==> src/rtl/spi_pkg.sv <==
// Shared definitions for the Wishbone SPI master: register map, bit
// positions inside STATUS/CONTROL, and the shift engine state encoding.
package spi_pkg;

  localparam int unsigned REG_DATA    = 32'h00;
  localparam int unsigned REG_STATUS  = 32'h01;
  localparam int unsigned REG_CONTROL = 32'h02;
  localparam int unsigned REG_DIVIDER = 32'h03;
  localparam int unsigned REG_CS      = 32'h04;

  localparam int STAT_BUSY = 0;
  localparam int STAT_RXV  = 1;
  localparam int STAT_OVR  = 2;

  localparam int CTRL_CPOL = 0;
  localparam int CTRL_CPHA = 1;
  localparam int CTRL_LSB  = 2;

  typedef enum logic [1:0] {
    ST_IDLE  = 2'd0,
    ST_SHIFT = 2'd1,
    ST_DONE  = 2'd2
  } spi_state_e;

endpackage

==> src/rtl/spi_shift_engine.sv <==
// Byte shift engine: SCLK divider, 16-edge sequencer and TX/RX shifting
// for all four SPI modes with selectable bit order.
module spi_shift_engine
  import spi_pkg::*;
#(
  parameter int DIV_WIDTH = 8
) (
  input  logic                 clk,
  input  logic                 rst_n,
  input  logic                 start,
  input  logic [7:0]           tx,
  input  logic                 cpol,
  input  logic                 cpha,
  input  logic                 lsb_first,
  input  logic [DIV_WIDTH-1:0] div,
  input  logic                 miso,
  output logic                 busy,
  output logic                 done,
  output logic [7:0]           rx,
  output logic                 sclk,
  output logic                 mosi
);

  spi_state_e           state_q, state_d;
  logic [DIV_WIDTH-1:0] div_q, div_cnt;
  logic [3:0]           edge_cnt;
  logic [7:0]           tx_q, rx_sr;
  logic                 cpha_q, lsb_q;
  logic                 edge_tick, sample, drive;
  logic [4:0]           nxt_k;
  logic [2:0]           bit_idx;

  always_ff @(posedge clk or negedge rst_n) begin
    if (!rst_n) state_q <= ST_IDLE;
    else        state_q <= state_d;
  end

  always_comb begin
    state_d   = state_q;
    edge_tick = 1'b0;
    case (state_q)
      ST_IDLE:  if (start) state_d = ST_SHIFT;
      ST_SHIFT: if (div_cnt == div_q) begin
                  edge_tick = 1'b1;
                  if (edge_cnt == 4'd15) state_d = ST_DONE;
                end
      ST_DONE:  state_d = ST_IDLE;
      default:  state_d = ST_IDLE;
    endcase
  end

  // Sampling edges are the even-indexed ones for CPHA=0, odd for CPHA=1;
  // the other edges present the next bit, except the final CPHA=0 edge.
  assign sample  = edge_tick && (edge_cnt[0] == cpha_q);
  assign nxt_k   = (5'(edge_cnt) + 5'd1) >> 1;
  assign drive   = edge_tick && !sample && (nxt_k != 5'd8);
  assign bit_idx = lsb_q ? nxt_k[2:0] : (3'd7 - nxt_k[2:0]);

  assign busy = (state_q != ST_IDLE);
  assign done = (state_q == ST_DONE);

  always_ff @(posedge clk or negedge rst_n) begin
    if (!rst_n) begin
      div_q    <= '0;
      div_cnt  <= '0;
      edge_cnt <= '0;
      tx_q     <= '0;
      rx_sr    <= '0;
      rx       <= '0;
      cpha_q   <= 1'b0;
      lsb_q    <= 1'b0;
      sclk     <= 1'b0;
      mosi     <= 1'b0;
    end else begin
      case (state_q)
        ST_IDLE: begin
          sclk <= cpol;
          if (start) begin
            tx_q     <= tx;
            div_q    <= div;
            cpha_q   <= cpha;
            lsb_q    <= lsb_first;
            div_cnt  <= '0;
            edge_cnt <= '0;
            if (!cpha) mosi <= lsb_first ? tx[0] : tx[7];
          end
        end
        ST_SHIFT: begin
          if (edge_tick) begin
            div_cnt  <= '0;
            edge_cnt <= edge_cnt + 4'd1;
            sclk     <= ~sclk;
            if (sample) rx_sr <= lsb_q ? {miso, rx_sr[7:1]} : {rx_sr[6:0], miso};
            if (drive)  mosi  <= tx_q[bit_idx];
          end else begin
            div_cnt <= div_cnt + 1'b1;
          end
        end
        ST_DONE: rx <= rx_sr;
        default: ;
      endcase
    end
  end

endmodule

==> src/rtl/spi_master_wb.sv <==
// Wishbone-attached SPI master: byte register window, single-cycle ack,
// chip-select control, and a shift engine for the serial side.
module spi_master_wb
  import spi_pkg::*;
#(
  parameter int NUM_CS     = 2,
  parameter int DIV_WIDTH  = 8,
  parameter int ADDR_WIDTH = 5
) (
  input  logic                  wb_clk_i,
  input  logic                  wb_reset_ni,
  input  logic                  wb_strobe_i,
  input  logic                  wb_write_i,
  input  logic [ADDR_WIDTH-1:0] wb_addr_i,
  input  logic [7:0]            wb_data_i,
  output logic [7:0]            wb_data_o,
  output logic                  wb_ack_o,
  output logic                  wb_stall_o,
  input  logic                  spi_miso,
  output logic                  spi_mosi,
  output logic                  spi_clk,
  output logic [NUM_CS-1:0]     spi_cs_n
);

  logic [31:0]          addr;
  logic                 wr, rd, start, busy, done;
  logic [2:0]           ctrl_q;
  logic [DIV_WIDTH-1:0] div_q;
  logic [NUM_CS-1:0]    cs_q;
  logic                 rxv_q, ovr_q;
  logic [7:0]           rx_byte, rd_mux;

  assign addr       = 32'(wb_addr_i);
  assign wr         = wb_strobe_i && wb_write_i;
  assign rd         = wb_strobe_i && !wb_write_i;
  assign start      = wr && (addr == REG_DATA) && !busy;
  assign wb_stall_o = 1'b0;
  assign spi_cs_n   = ~cs_q;

  always_comb begin
    rd_mux = 8'h00;
    case (addr)
      REG_DATA:    rd_mux = rx_byte;
      REG_STATUS: begin
        rd_mux[STAT_BUSY] = busy;
        rd_mux[STAT_RXV]  = rxv_q;
        rd_mux[STAT_OVR]  = ovr_q;
      end
      REG_CONTROL: rd_mux = {5'd0, ctrl_q};
      REG_DIVIDER: rd_mux = 8'(div_q);
      REG_CS:      rd_mux = 8'(cs_q);
      default:     rd_mux = 8'h00;
    endcase
  end

  always_ff @(posedge wb_clk_i or negedge wb_reset_ni) begin
    if (!wb_reset_ni) begin
      wb_ack_o  <= 1'b0;
      wb_data_o <= 8'h00;
      ctrl_q    <= '0;
      div_q     <= DIV_WIDTH'(3);
      cs_q      <= '0;
      rxv_q     <= 1'b0;
      ovr_q     <= 1'b0;
    end else begin
      wb_ack_o  <= wb_strobe_i;
      wb_data_o <= rd ? rd_mux : 8'h00;
      // Configuration is frozen while a byte is on the wire.
      if (wr && !busy) begin
        case (addr)
          REG_CONTROL: ctrl_q <= wb_data_i[2:0];
          REG_DIVIDER: div_q  <= wb_data_i[DIV_WIDTH-1:0];
          REG_CS:      cs_q   <= wb_data_i[NUM_CS-1:0];
          default: ;
        endcase
      end
      if (wr && (addr == REG_DATA) && busy)                          ovr_q <= 1'b1;
      else if (wr && (addr == REG_STATUS) && wb_data_i[STAT_OVR])    ovr_q <= 1'b0;
      // A completing transfer beats a concurrent DATA read.
      if (done)                          rxv_q <= 1'b1;
      else if (rd && (addr == REG_DATA)) rxv_q <= 1'b0;
    end
  end

  spi_shift_engine #(.DIV_WIDTH(DIV_WIDTH)) u_engine (
    .clk       (wb_clk_i),
    .rst_n     (wb_reset_ni),
    .start     (start),
    .tx        (wb_data_i),
    .cpol      (ctrl_q[CTRL_CPOL]),
    .cpha      (ctrl_q[CTRL_CPHA]),
    .lsb_first (ctrl_q[CTRL_LSB]),
    .div       (div_q),
    .miso      (spi_miso),
    .busy      (busy),
    .done      (done),
    .rx        (rx_byte),
    .sclk      (spi_clk),
    .mosi      (spi_mosi)
  );

endmodule

==> config.mk <==
export PLATFORM = sky130hd
export DESIGN_NAME = spi_master_wb
export DESIGN_NICKNAME = d
export VERILOG_FILES = /design/src/rtl/spi_pkg.sv /design/src/rtl/spi_shift_engine.sv /design/src/rtl/spi_master_wb.sv
export SDC_FILE = /design/constraint.sdc
export NUM_CORES = 1
export LEC_CHECK = 0
export CAP_MARGIN = 0
export CORE_ASPECT_RATIO = 1.2
export CORE_UTILIZATION = 62
export CTS_CLUSTER_DIAMETER = 200
export DETAILED_ROUTE_END_ITERATION = 12
export GPL_ROUTABILITY_DRIVEN = 0
export PLACE_DENSITY_LB_ADDON = 0.25
export RECOVER_POWER = 25
export SETUP_SLACK_MARGIN = 0.05
export SKIP_LAST_GASP = 1
export SLEW_MARGIN = 10
export SYNTH_ARGS = -nofsm -noshare
export SYNTH_HDL_FRONTEND = slang
export SYNTH_SLANG_ARGS = --single-unit
==> constraint.sdc <==
create_clock -name wb_clk_i -period 7.2 [get_ports wb_clk_i]
set_input_delay 1.44 -clock wb_clk_i [delete_from_list [all_inputs] [get_ports wb_clk_i]]
set_output_delay 1.44 -clock wb_clk_i [all_outputs]
set_load 0.02 [all_outputs]
### After elaboration in Yosys (flattened, before gate mapping)

Index checks and enable logic that the tools add are counted.

| word-level totals | value |
|---|---|
| bits in registers | 74 |
| logic and storage cells | 103 |

| operators by class | value |
|---|---|
| $add $sub $neg | 4 |
| $lt $le $gt $ge | 1 |
| equal/unequal tests | 16 |
| muxes and demuxes | 31 |
| bitwise gates (word level) | 2 |
| reduce and logical (&&, ||, !) cells | 31 |

Operators with widths:

| kind | count |
|---|---|
| 32-bit zero test | 1 |
| 8-bit 2-to-1 mux | 4 |
| 8-bit one-hot mux with 2 select lines | 1 |
| 3-bit one-hot mux with 5 select lines | 1 |
| 1-bit 2-to-1 mux | 13 |
| 1-bit logical AND | 12 |
| 2-bit AND reduction | 6 |
| 5-bit by 2-bit == test with 1-bit output, second input constant | 2 |
| 5-bit one-hot mux with 2 select lines | 1 |
| 3-bit AND reduction | 3 |
| 8-bit by 1-bit adder with 8-bit output, second input constant | 1 |
| 8-bit == test | 1 |
| 4-bit 2-to-1 mux | 2 |
| 2-bit by 1-bit inequality test with 1-bit output, second input constant | 4 |
| 4-bit one-hot mux with 2 select lines | 1 |
| 2-bit nonzero test | 4 |
| 2-bit 2-to-1 mux | 3 |
| 4-bit by 1-bit adder with 5-bit output, second input constant | 1 |
| 5-bit by 1-bit == test with 1-bit output, second input constant | 1 |
| 5-bit by 3-bit == test with 1-bit output, second input constant | 1 |
| 5-bit AND reduction | 1 |
| 4-bit by 1-bit adder with 4-bit output, second input constant | 1 |
| 4-bit == test, second input constant | 1 |
| 3-bit by 4-bit < comparator with 1-bit output, second input constant | 1 |
| other kinds (14) | 18 |

### Logic depth before layout (Yosys ltp)

| depth | value |
|---|---|
| depth in word-level cells | 10 |
| mapped depth | 7 |
| mapped depth without buffers | 6 |

### Modules after synthesis

A second synthesis with hierarchy kept.

| unflattened totals | value |
|---|---|
| cell total of the unflattened synthesis | 289 |
| area total of the unflattened synthesis | 3,597.2 sq um |

By module, submodules not included:

| module | instances | cells an instance | area each (sq um) |
|---|---|---|---|
| spi_shift_engine | 1 | 205 | 2,479.9 |
| spi_master_wb | 1 | 84 | 1,117.3 |

### Worst setup path before layout

OpenSTA, ideal clock, no wires.

| timing path | value |
|---|---|
| path type | in2reg |
| start | input port wb_addr_i[0] |
| end | register u_engine.mosi |
| arrival | 2.891 ns |
| required time | 7.121 ns |
| path slack | 4.230 ns |
| stages | 6 |
| buffers on the path | 1 |
| cells stage by stage | clkbuf_1 -> or2_2 -> nor4_2 -> a31oi_1 -> a221oi_1 -> mux2i_1 |

| on the way | value |
|---|---|
| longest elaborated chain between the ends | 5 |

RTL lines:

| what | line | source |
|---|---|---|
| start: declaration | spi_master_wb.sv:14 | `input logic [ADDR_WIDTH-1:0] wb_addr_i,` |
| 32-bit zero test | spi_master_wb.sv:36 | `assign start = wr && (addr == REG_DATA) && !busy;` |
| 1-bit logical AND (2 in series) | spi_master_wb.sv:36 |  |
| 2-bit inequality test (no line) | - |  |
| 5-bit AND reduction (no line) | - |  |
| end signal: assignment | spi_shift_engine.sv:85 | `if (!cpha) mosi <= lsb_first ? tx[0] : tx[7];` |
| end signal: assignment | spi_shift_engine.sv:94 | `if (drive) mosi <= tx_q[bit_idx];` |
| end: declaration | spi_shift_engine.sv:21 | `output logic mosi` |

No other way between the ends.
A chain may end at the register's enable or synchronous reset.

### Final worst setup path

Ends and elaborated chain as after synthesis.

==> results by stage <==
Global routing:
- Summed over all layers, the global routing overflow is 0.
- The number of global-route vias before repair is ~2600.
- The met1 usage is 36.21%.
- The number of antenna violations at the first check in global routing came to 0.
- The global-route layer with the greatest usage is met2.
- The met3 layer usage reported by global route is between 4 and 5%.
- The global-route track usage on met2 is 42.86%.
- Entering global routing, the biggest net connects between 70 and 80 pins.
- The global router's overall resource usage is 27.23%.
- The first-pass GRT wire length is 12480 µm.

Clock tree:
- The clock-pin slew on the worst setup and hold paths is about 0.070 ns.
- The maximum number of buffers from clock root to sink is 2.
- The count of hold buffers inserted by post-cts repair is 0.
- The number of clock buffers added by TritonCTS is 9.
- The number of sinks handled by clock tree synthesis is 74.
- TritonCTS built the clock tree.
- The tree is rooted in a clkbuf_8.
- The clock reaches the later pin of the worst-skew pair after ~0.35 ns.
- The maximum level of the CTS H-tree is 3.
- Gates resized during post-CTS repair numbered 0.
- The number of setup buffers added after CTS is 0.

Timing:
- Based on the critical path, the design can be clocked at up to 294.0 MHz.
- The final count of pins violating max slew is 0.
- Setup total negative slack on the finished layout was measured at 0 ns.
- Final hold analysis gives a worst-case slack of 0.5080 ns.
- In this run the tightest slew margin relative to its limit is 39.74%.
- The worst-case clock skew is roughly 0.0071 ns.
- The transition time at the pin with the least slew margin is ~0.9 ns.
- The post-layout worst setup margin is ~3.8 ns.
- Setup repair after global routing left no endpoint under its margin.
- The number of hold violations in the final report is 0.
- The post-layout minimum cycle time is 3.402 ns.
- The count of final setup violators is 0.
- The final critical path takes up 47.25% of the cycle.

Route:
- The number of vias per cell after detailed routing is 6.026.
- In the final routed layout, each cell accounts on average for approximately 17 µm.
- The aggregate routed wire length is 7225 µm.
- The via total after detailed routing is 2543.
- The DRC violation total after the first TritonRoute iteration is 244.
- After detailed routing, the number of remaining DRC violations is 3.
- The number of detailed-routing iterations run before antenna repair is 9.
- Once detail routing completed, the nets flagged for antenna violations numbered 0.

Setup path:
- The capturing element type of the critical path is a flop.
- The worst setup path is launched from an input pin.
- The startpoint-to-endpoint class of the critical path is in2reg.
- In this run the critical register-to-register path is captured at u_engine.rx_sr[3].
- The setup slack of the most critical reg-to-reg path is around 4.5 ns.
- For the worst setup path, the data required time is around 7.5 ns.
- The worst endpoint data arrival time is roughly 3.7 ns.
- The number of cells on the worst reg-to-reg path is 5.
- In this run the critical register-to-register path is launched from u_engine.div_cnt[2].
- Along the worst path, the maximum fanout reaches 22.

Power:
- Power spread over the standard cell area amounts to between 200 and 300 nW/µm².
- The maximum vdd drop is roughly 0.00018 V.
- The static leakage power is ~2.0 nW.
- The design draws approximately 1.1 mW.

Finish:
- From synthesis to final layout, the design area changed by 14.83%.
- The number of fill cells is between 300 and 400.
- For this run, the number of standard cells in the final layout without fillers is around 420.
- The post-route core utilization is ~76%.
- The commonest non-fill, non-tap cell in the layout is dfrtp_1.
- In the layout the commonest cells are dfrtp_1, nand2_1, mux2_2.
- The final instance area is slightly above 4000 µm².
- Cells with a size suffix above 1 make up roughly a fifth of the layout.
- The number of nets in the layout is 376.
- The final antenna diode count is 0.

Synthesis:
- The warning count from the yosys run is 0.
- Counting flops and latches in the post-synthesis netlist gives 74.
- The count of distinct cell types in the synthesized netlist is between 40 and 50.
- The synthesized instance count is 323.
- The synthesized area divided by synthesized cell count is about 11 µm².
- The share of the Yosys chip area taken by registers is 52.09%.
- After synthesis the cells add up to ~3600 µm².
- Counting every net in the synthesized netlist gives between 300 and 400.

Floorplan:
- The die covers slightly above 6000 µm².
- The total area inside the core boundary comes to around 5400 µm².
- The number of primary I/O pins is 32.
- The die span in x is ~71 µm.
- The die is around 85 µm tall.
- For this configuration, the core starts out at a cell density of approximately two thirds.
- The number of rows in the core area is 29.

Placed design:
- Detailed placement finished with a half-perimeter wire length of roughly 5200 µm.
- The placement-stage worst setup slack is between 3 and 4 ns.
- The cell area after placement is 3905 µm².
- During placement, the flow inserted port buffers numbering 30.
- Including well taps, the total number of placed cells is ~410.

Min path:
- The cell depth of the worst hold path is 2.
- The class of the most critical hold timing path is reg2reg.
- The worst hold path terminates at u_engine.cpha_q.
- In this run the most critical hold path is launched from u_engine.cpha_q.

Outcome:
- The final reports fail on design-rule violations.
- The run finished, with violations left.

Job:
- The max-cap check violation count is 0.
worst max path at each step:
stage | slack, ns | start | end
after floorplan | 4.23 | wb_addr_i[0] | u_engine.mosi
after global placement | 3.47 | wb_addr_i[0] | u_engine.mosi
after detailed placement | 3.45 | wb_addr_i[0] | u_engine.mosi
after CTS | 3.78 | wb_addr_i[0] | u_engine.mosi
after global routing | 3.64 | wb_addr_i[0] | u_engine.tx_q[5]
final | 3.80 | wb_addr_i[0] | u_engine.mosi
flip-flops by register name, indices dropped and copies added, names as in the netlist:
signal             count
ovr_q                  1
rxv_q                  1
wb_ack_o               1
u_engine.lsb_q         1
u_engine.rx_sr         8
wb_data_o              8
u_engine.edge_cnt      4
u_engine.sclk          1
u_engine.div_q         8
u_engine.mosi          1
u_engine.div_cnt       8
u_engine.state_q       2
u_engine.rx            8
ctrl_q                 3
cs_q                   2
u_engine.tx_q          8
div_q                  8
u_engine.cpha_q        1
cells in the mapped netlist, drive strengths merged:
cell type  instances  area [µm²]
nand4              2       12.51
conb               1       3.750
nand3             10       55.05
dfrtp             72        1802
nand3b             1       7.510
a31oi              1       6.260
or2                2       12.51
and3               3       18.77
a21o               3       25.03
mux2i              8       80.08
o2bb2ai            1       8.760
and2b              2       16.27
a221oi             3       26.28
nor4               3       37.54
o21bai             3       22.52
nand4bb            1       11.26
nor2b              3       18.77
buf                4       28.78
a22o               3       26.28
a211oi             1       7.510
nor3b              2       15.01
nor3               6       41.29
and2               2       12.51
dfstp              2       52.55
inv                7       26.28
a22oi              6       45.04
o22ai              2       12.51
xnor2              5       43.79
clkbuf             6       22.52
nand2             68       255.2
or4                1       7.510
a21oi              6       30.03
mux4               5       112.6
xor2               9       78.83
ha                 2       25.02
mux2              38       427.9
nor2              19       71.32
nand2b             2       12.51
o21ai              8       40.04
layer usage:
| metal | share of wire, % | vias to the layer above |
|---|---|---|
| met5 | 0 | - |
| met4 | 2.4 | 0 |
| met3 | 5.0 | 17 |
| met2 | 49 | 71 |
| met1 | 43 | 1262 |
| li1 | - | 1193 |
worst max-delay path, stage by stage:
cell and delay (ns):
clkdlybuf4s50_1 0.58, or2_2 0.40, nor4_4 0.25, buf_4 0.29
a31oi_1 0.13, a221oi_1 0.35, mux2i_1 0.22
report_power, final:
part	switching, mW	total, mW	internal, mW
Sequential	0.0446	0.500	0.455
Combinational	0.171	0.325	0.154
Clock	0.151	0.302	0.152
cell families (layout without fill, tap and decap cells):
logic type               Yosys count  in the layout  share of synthesized area (%)
XOR/XNOR                          14             14                          3.445
adder cells (fa/ha/maj)            2              2                         0.7029
multiplexers                      51             51                          17.43
AO/OA/AOI/OAI                     37             37                          7.030
flip-flops                        74             74                          52.09
buffers and inverters             17             54                          2.179
other                              1              1                         0.1053
AND/OR/NAND/NOR                  127            127                          17.01
layout make-up:
cell class | instances | area [µm²] | share of cell area [%]
clock inverter | 3 | 23.77 | 0.5816
tap | 62 | 77.57 | 1.898
multi-input combinational | 232 | 1630 | 39.88
timing repair buffer | 32 | 310.3 | 7.591
sequential | 74 | 1854 | 45.36
inverter | 7 | 26.28 | 0.6428
clock buffer | 12 | 165.2 | 4.040
No activity file was read; power rests on OpenSTA's default activity.
==> variant: new RTL, config.mk and constraints unchanged <==
Set the parameter `NUM_CS` to 4 (it was 2).
--- a/src/rtl/spi_master_wb.sv
+++ b/src/rtl/spi_master_wb.sv
@@ -3,7 +3,7 @@
 module spi_master_wb
   import spi_pkg::*;
 #(
-  parameter int NUM_CS     = 2,
+  parameter int NUM_CS     = 4,
   parameter int DIV_WIDTH  = 8,
   parameter int ADDR_WIDTH = 5
 ) (
Interface: changed (resized spi_cs_n); port bits go from 32 to 34. No check against the original RTL was run, so the function may have changed too.
==> variant against the original RTL <==
- sequential power increased by 6.0%
- core utilization is 0.30 points higher
- power shrank 8.2%
- sequential share of layout area is 1.0 points higher
- setup slack worse by 1.2 ns
- largest cell class unchanged
- sequential cell count rose by 2
- the flow finishes with violations (DRC, capacitance limit, slew limit)
- wire length is 1.7% higher
- combinational power decreased by 35%
- non-clock buffer count is the same
- hold slack got worse by 0.0051 ns
- first-iteration DRC count decreased by 23%
- area after synthesis grew 0.53%
- final area rose by 0.40%
==> variant: results (changes against the original RTL) <==
compound-gate portion of the synthesized area=8.04% (+1.0 points); largest net degree at the start of global routing=77 (+2.7%); comb_multi_in=215 (-7.3%); min-delay src=rxv_q$_DFFE_PN0P_; M3 GR Usage=3.92% (-0.48 points); Slew Viols, Final=77 (+77); # fillers=352 (-3.8%); cells taking the most area after synthesis=dfrtp_1, mux2_2, mux2_1, mux2i_1, xor2_1; hpwl dp=5.19 mm (+0.51%); Max VDD drop=0.199 mV (+13%); Worst Path Max Fanout=76 (+250%); multi-input combinational area share=39.1% (-0.80 points); RR Startpoint=u_engine.edge_cnt[0]$_DFFE_PN0P_; Leak=0.00188 uW (-4.2%); CP Capture Point=div_q[2]$_DFFE_PN0P_; failing checks=DRC, capacitance limit, slew limit; Mapped Nets=328 (-4.4%); Psw=325 uW (-11%); max cap viols=1 (+1); post-synthesis sequential area ratio=53.2% (+1.1 points); r2r endpoint=u_engine.mosi$_DFFE_PN0P_; worst-margin pin slew=3.86 ns (+2.96 ns); run status=finished with violations; DRC Markers=3 (unchanged); Port Buf Inserts=32 (+6.7%)
[variant: changes by cell type after synthesis, moves of 7 or more]
cell / unedited run / this run
mux2_1: 0 / 15
o21ai_1: 0 / 16
mux2i_1: 8 / 15
a21oi_1: 6 / 15
nand2_1: 68 / 22
mux2_2: 38 / 27
[variant: stage by stage]
step           setup slack [ns]  instance area [um2]  cells  hold WS [ns]
2_1_floorplan              4.25                 3580    308         0.441
6_report                   2.62                 4100    408         0.503
5_1_grt                    1.70                 4100    408         0.527
4_1_cts                    3.54                 4110    408         0.496
3_3_place_gp               3.26                 3930    392         0.461
3_5_place_dp               3.17                 3930    392         0.476
[variant: power by group through the flow]
stage	Sequential [uW]	Clock [uW]	Combinational [uW]
global placement	536	0	203
finish	530	293	212
detailed placement	538	0	212
global route	537	309	234
floorplan	525	0	146
CTS	530	295	213
[variant: metal layers]
metal | part of all wire [%] | wire, um
met1 | 44 | 3200
met2 | 50 | 3700
met3 | 4.7 | 349
met4 | 1.4 | 100
met5 | 0 | 0
